--- src/rtl/rle_row_decompressor.sv ---
// Run-length decompressor: turns {value, length} words into ROW_W-bit image rows.
// Optional build macro DECOMP_OVERRUN_CHK_EN enables the sticky overrun flag.
module rle_row_decompressor #(
  parameter int unsigned ROW_W    = 28,
  parameter int unsigned NUM_ROWS = 28,
  parameter int unsigned LEN_W    = 15
) (
  input  logic             clk,
  input  logic             rst,
  input  logic             start,
  input  logic [15:0]      data,
  input  logic             data_valid,
  output logic             data_ready,
  output logic [ROW_W-1:0] row_out,
  output logic             row_valid,
  input  logic             row_ready,
  output logic [15:0]      row_idx,
  output logic             done,
  output logic             overrun
);

  localparam int unsigned FW = $clog2(ROW_W + 1);
  localparam logic [FW-1:0] RowWF = FW'(ROW_W);
  localparam logic [15:0] LastRow = 16'(NUM_ROWS - 1);

  typedef enum logic [2:0] {StIdle, StLoad, StFill, StEmit, StDone} state_e;

  state_e           state_q;
  logic [ROW_W-1:0] buf_q;
  logic [FW-1:0]    fill_q;
  logic [LEN_W-1:0] run_left_q;
  logic [15:0]      row_idx_q;
  logic             val_q;
  logic             data_ready_q;
  logic             row_valid_q;
  logic             done_q;

  logic [FW-1:0]    rem;
  logic [FW-1:0]    n;
  logic [ROW_W:0]   ones;
  logic [ROW_W-1:0] mask;
  logic [FW-1:0]    fill_nxt;
  logic [LEN_W-1:0] run_nxt;
  logic             last_row;
  logic             accept;

  // Span of this cycle's write: n pixels starting at pixel index fill (MSB first).
  always_comb begin
    rem = RowWF - fill_q;
    if (run_left_q < LEN_W'(rem)) begin
      n = run_left_q[FW-1:0];
    end else begin
      n = rem;
    end
    ones     = ((ROW_W + 1)'(1) << n) - (ROW_W + 1)'(1);
    mask     = ones[ROW_W-1:0] << (rem - n);
    fill_nxt = fill_q + n;
    run_nxt  = run_left_q - LEN_W'(n);
  end

  assign last_row   = (row_idx_q == LastRow);
  assign data_ready = data_ready_q & ~start;
  assign accept     = data_valid & data_ready;
  assign row_out    = buf_q;
  assign row_valid  = row_valid_q;
  assign row_idx    = row_idx_q;
  assign done       = done_q;

  always_ff @(posedge clk) begin
    if (rst) begin
      state_q      <= StIdle;
      buf_q        <= '0;
      fill_q       <= '0;
      run_left_q   <= '0;
      row_idx_q    <= '0;
      val_q        <= 1'b0;
      data_ready_q <= 1'b0;
      row_valid_q  <= 1'b0;
      done_q       <= 1'b0;
    end else if (start) begin
      // Begins a new image from any state, abandoning whatever was in flight.
      state_q      <= StLoad;
      buf_q        <= '0;
      fill_q       <= '0;
      run_left_q   <= '0;
      row_idx_q    <= '0;
      data_ready_q <= 1'b1;
      row_valid_q  <= 1'b0;
      done_q       <= 1'b0;
    end else begin
      unique case (state_q)
        StIdle: ;
        StLoad: begin
          if (accept) begin
            val_q      <= data[15];
            run_left_q <= LEN_W'(data[14:0]);
            if (data[14:0] != 15'd0) begin
              state_q      <= StFill;
              data_ready_q <= 1'b0;
            end
          end
        end
        StFill: begin
          buf_q      <= val_q ? (buf_q | mask) : (buf_q & ~mask);
          fill_q     <= fill_nxt;
          run_left_q <= run_nxt;
          if (fill_nxt == RowWF) begin
            state_q     <= StEmit;
            row_valid_q <= 1'b1;
          end else if (run_nxt == '0) begin
            state_q      <= StLoad;
            data_ready_q <= 1'b1;
          end
        end
        StEmit: begin
          if (row_ready) begin
            row_valid_q <= 1'b0;
            fill_q      <= '0;
            buf_q       <= '0;
            if (last_row) begin
              state_q    <= StDone;
              done_q     <= 1'b1;
              run_left_q <= '0;
            end else begin
              row_idx_q <= row_idx_q + 16'd1;
              if (run_left_q != '0) begin
                state_q <= StFill;
              end else begin
                state_q      <= StLoad;
                data_ready_q <= 1'b1;
              end
            end
          end
        end
        StDone: begin
          done_q  <= 1'b0;
          state_q <= StIdle;
        end
        default: state_q <= StIdle;
      endcase
    end
  end

`ifdef DECOMP_OVERRUN_CHK_EN
  logic overrun_q;
  logic img_end_q;
  logic final_hs;

  assign final_hs = (state_q == StEmit) && row_ready && last_row && !start;

  always_ff @(posedge clk) begin
    if (rst) begin
      overrun_q <= 1'b0;
      img_end_q <= 1'b0;
    end else begin
      if (start) begin
        img_end_q <= 1'b0;
      end else if (final_hs) begin
        img_end_q <= 1'b1;
      end
      if (final_hs && (run_left_q != '0)) begin
        overrun_q <= 1'b1;
      end
      if (accept && (data[14:0] != 15'd0) && img_end_q) begin
        overrun_q <= 1'b1;
      end
    end
  end

  assign overrun = overrun_q;
`else
  assign overrun = 1'b0;
`endif

endmodule

--- config.mk ---
export PLATFORM = sky130hd
export DESIGN_NAME = rle_row_decompressor
export DESIGN_NICKNAME = d
export VERILOG_FILES = /design/src/rtl/rle_row_decompressor.sv
export SDC_FILE = /design/constraint.sdc
export NUM_CORES = 1
export LEC_CHECK = 0
export CAP_MARGIN = 40
export CORE_MARGIN = 2
export CORE_UTILIZATION = 40
export DETAILED_ROUTE_END_ITERATION = 6
export GPL_TIMING_DRIVEN = 0
export SYNTH_ARGS = -nofsm -noshare
export SYNTH_HDL_FRONTEND = slang
export SYNTH_SLANG_ARGS = --single-unit
--- constraint.sdc ---
create_clock -name clk -period 17.2 [get_ports clk]
set_clock_uncertainty 0.2 [all_clocks]
set_input_delay 2.58 -clock clk [delete_from_list [all_inputs] [get_ports clk]]
set_output_delay 2.58 -clock clk [all_outputs]
set_load 0.005 [all_outputs]
==> results_dict.tcl <==
set metrics [dict create \
    outcome "completed" \
    nNetsFinal 1132 \
    tritoncts "yes" \
    synth-adder-area-share_pct 4.018 \
    grt_pass1_wl_um 45290 \
    yosysWarnings 0 \
    fin_crit_ns 8.284 \
    synth_cell_types 98 \
    synthMuxAreaShare_pct 3.806 \
    worst_pin_slew_ns 0.8968 \
    holdWs_ns 0.2731 \
    cp.arrival_ns 8.32 \
    r2r_cells 25 \
    setup_viol 0 \
    crit_path_start_kind "register" \
    slew_violations 0 \
    dp_hpwl_um 22400 \
    gp_congestion 0.9915 \
    drtPass1Iterations 5 \
    root_buffer "clkbuf_16" \
    cts_max_level 3 \
    async_flop_share_pct 0 \
    viasPerCell 6.550 \
    die_w_um 137.2 \
    max_freq_ghz 0.1207 \
    max-clock-path-buffers 2 \
    postRouteAntennaNets 0 \
    grt.overflow.total 0 \
    irDropWorstVdd_mv 0.04438 \
    slowest_stage "a2111oi_0" \
    min_to "row_out[14]" \
    hp-class "reg -> reg" \
    timing.final.ws_setup_ns 8.916 \
    power.density_nw_per_um2 68.92 \
    synth_compound_gate_area_share_pct 33.44 \
    ioPinCount 69 \
    synth_fp_nets 1050 \
    syn_avg_cell_area_sq_um 7.044 \
    reg2reg_slack_ns 8.92 \
    synthesis.area_sq_um 7101 \
    synth_top_family_by_area "compound AO/OA/AOI/OAI gates" \
    n_fill_cell 1831 \
    numCtsBuffers 9 \
    regToRegStartpoint "fill_q[0]" \
    critical_path.max_stage_delay_ns 0.79 \
    maxCapViolCount 0 \
    worstHoldStart "row_out[14]" \
    synth_seq_area_share_pct 20.02 \
    synth-seq-cells 71 \
    p_leak_nw 2.913 \
    design_area_sq_um 8364 \
    crit_buf_inv 6 \
    core_area_sq_um 17300 \
    antenna_found_initial 0 \
    critical_path_class "reg -> reg" \
    vias 8646 \
    drt_iter0_drc 967 \
    grt_setup_unrepaired "false" \
    start_util_pct 41.05 \
    final_common_cell "nor2_1" \
    place_ws_ns 9.199 \
    drive_gt1_share_pct 7.306 \
    die_h_um 137.2 \
    fin_setup_tns_ns 0 \
    numPortBuffers 67 \
    required_ns 17.24 \
    crit_family "compound AO/OA/AOI/OAI gates" \
    globalRouteTotalUtil_pct 31.29 \
    finalCritPeriodShare_pct 48.17 \
    insertion_delay_ns 0.35 \
    grt_max_degree 16 \
    postCtsSetupBuffers 0 \
    hold_viol 0 \
    synthFlopType "dfxtp_1" \
    wl_per_cell_um 22.03 \
    wl_um 29080 \
    num_antenna_cells 0 \
    synth_simple_gate_area_share_pct 27.89 \
    cts_resized 0 \
    cts_sinks 71 \
    die_area_sq_um 18830 \
    grt_pass1_vias 7917 \
    placed_cell_area_sq_um 8078 \
    mostFrequentLayoutCells "nor2_1 (119), nand2_1 (113), a21oi_1 (78)" \
    rows 48 \
    synth_xor_area_share_pct 5.004 \
    drc 0 \
    postCtsHoldBufs 0 \
    cp_max_fo 10 \
    syn_inst 1008 \
    timing.rr.end "row_out[15]" \
    clkSlewWorstSetupHoldPaths_ns 0.07 \
    hold_depth 2 \
    synth-edff-count 0 \
    maxSlewHeadroom_pct 39.75 \
    critPathCaptureType "register" \
    syn_to_final_growth_pct 17.80 \
]
-- through the flow --
| stage | instances | utilization, % | total power, mW |
|---|---|---|---|
| 2_1_floorplan | 1008 | - | 0.3177 |
| 6_report | 1320 | 48.36 | 0.5765 |
| 4_1_cts | 1320 | 48.36 | 0.5687 |
| 5_1_grt | 1320 | 48.36 | 0.5966 |
| 3_5_place_dp | 1304 | 46.70 | 0.3856 |
| 3_3_place_gp | 1300 | 46.56 | 0.3894 |
-- metal layers --
layer  share of wire, %  up-vias  global-route usage (%)
met2                 44      529                   48.37
met3                8.9       86                   4.709
li1                   -     3944                       -
met4                3.2        0                   12.43
met5                  0        -                       0
met1                 43     4087                   43.63
-- power breakdown --
group          switching (mW)  internal (mW)  total, mW
Clock                  0.0839          0.100      0.184
Combinational           0.153         0.0730      0.226
Sequential           0.000663          0.165      0.166
Total                   0.238          0.339      0.576
-- synth_stat cells (6+ instances only) --
master     instances  area, sq um
a211oi_1          17        127.6
a21o_1            11        82.58
a21oi_1           78        390.4
a221oi_1           6        52.55
a22oi_1           16        120.1
a31oi_1           15        93.84
and2_1             6        37.54
and3_1            10        62.56
and4_1             7        61.31
buf_2              9        45.04
clkbuf_1          58        217.7
dfxtp_1           71         1421
ha_1              18        225.2
inv_1             17        63.81
mux2_2             6        67.56
mux2i_1           12        120.1
nand2_1          113        424.2
nand2b_1          10        62.56
nand3_1           34        170.2
nand4_1           17        106.4
nor2_1           119        446.7
nor2b_1            9        56.30
nor3_1            36        180.2
nor4_1            16        100.1
o2111ai_1          6        52.55
o211ai_1          25        187.7
o21ai_0           51        255.2
o21ai_1           12        60.06
o221ai_1           6        52.55
o22ai_1           12        75.07
o31ai_1            8        60.06
or3_1              8        50.05
xnor2_1           15        131.4
xor2_1            23        201.4
-- worst max path at each step --
stage                     startpoint     endpoint  slack (ns)  cells past startpoint
final                      fill_q[0]  row_out[15]        8.92                     25
after floorplan            fill_q[0]   state_q[0]       10.62                     26
after detailed placement   fill_q[0]  row_out[15]        9.20                     25
after CTS                  fill_q[0]  row_out[15]        9.17                     25
after global placement     fill_q[0]  row_out[15]        8.62                     27
after global routing       fill_q[0]  row_out[27]        8.47                     25
-- worst reg2reg max path, delay by kind of cell (launching register included) --
family / cells / cell delay (ns)
AOI/OAI and AO/OA: 7 / 2.37
xor gates and xnor gates: 1 / 0.60
buffers and inverters: 6 / 1.65
adders and majority gates: 3 / 0.91
and+or+nand+nor: 8 / 2.11
DFF: 1 / 0.33
-- registers in the layout, summed over array words and instances (netlist names) --
name,cells
row_out,28
row_idx,16
run_left_q,15
fill_q,5
state_q,3
data_ready_q,1
done,1
row_valid,1
val_q,1
-- final cells by class --
cell class                      instances  area (sq um)  area share (%)
Inverter                               22         82.58          0.9873
Timing Repair Buffer                   71         695.7           8.317
Clock inverter                          7         61.31          0.7330
Sequential cell                        71          1421           16.99
Multi-Input combinational cell        839          5270           63.01
Buffer                                 76         326.6           3.904
Clock buffer                            9         225.2           2.693
Tap cell                              225         281.5           3.366
-- logic make-up after synthesis --
family,Yosys count
buffers and inverters,98
multiplexers,24
AND/OR/NAND/NOR,412
adder cells (fa/ha/maj),21
flip-flops,71
XOR/XNOR,39
other,1
AO/OA/AOI/OAI,342
(Power assumes the default switching activity.)
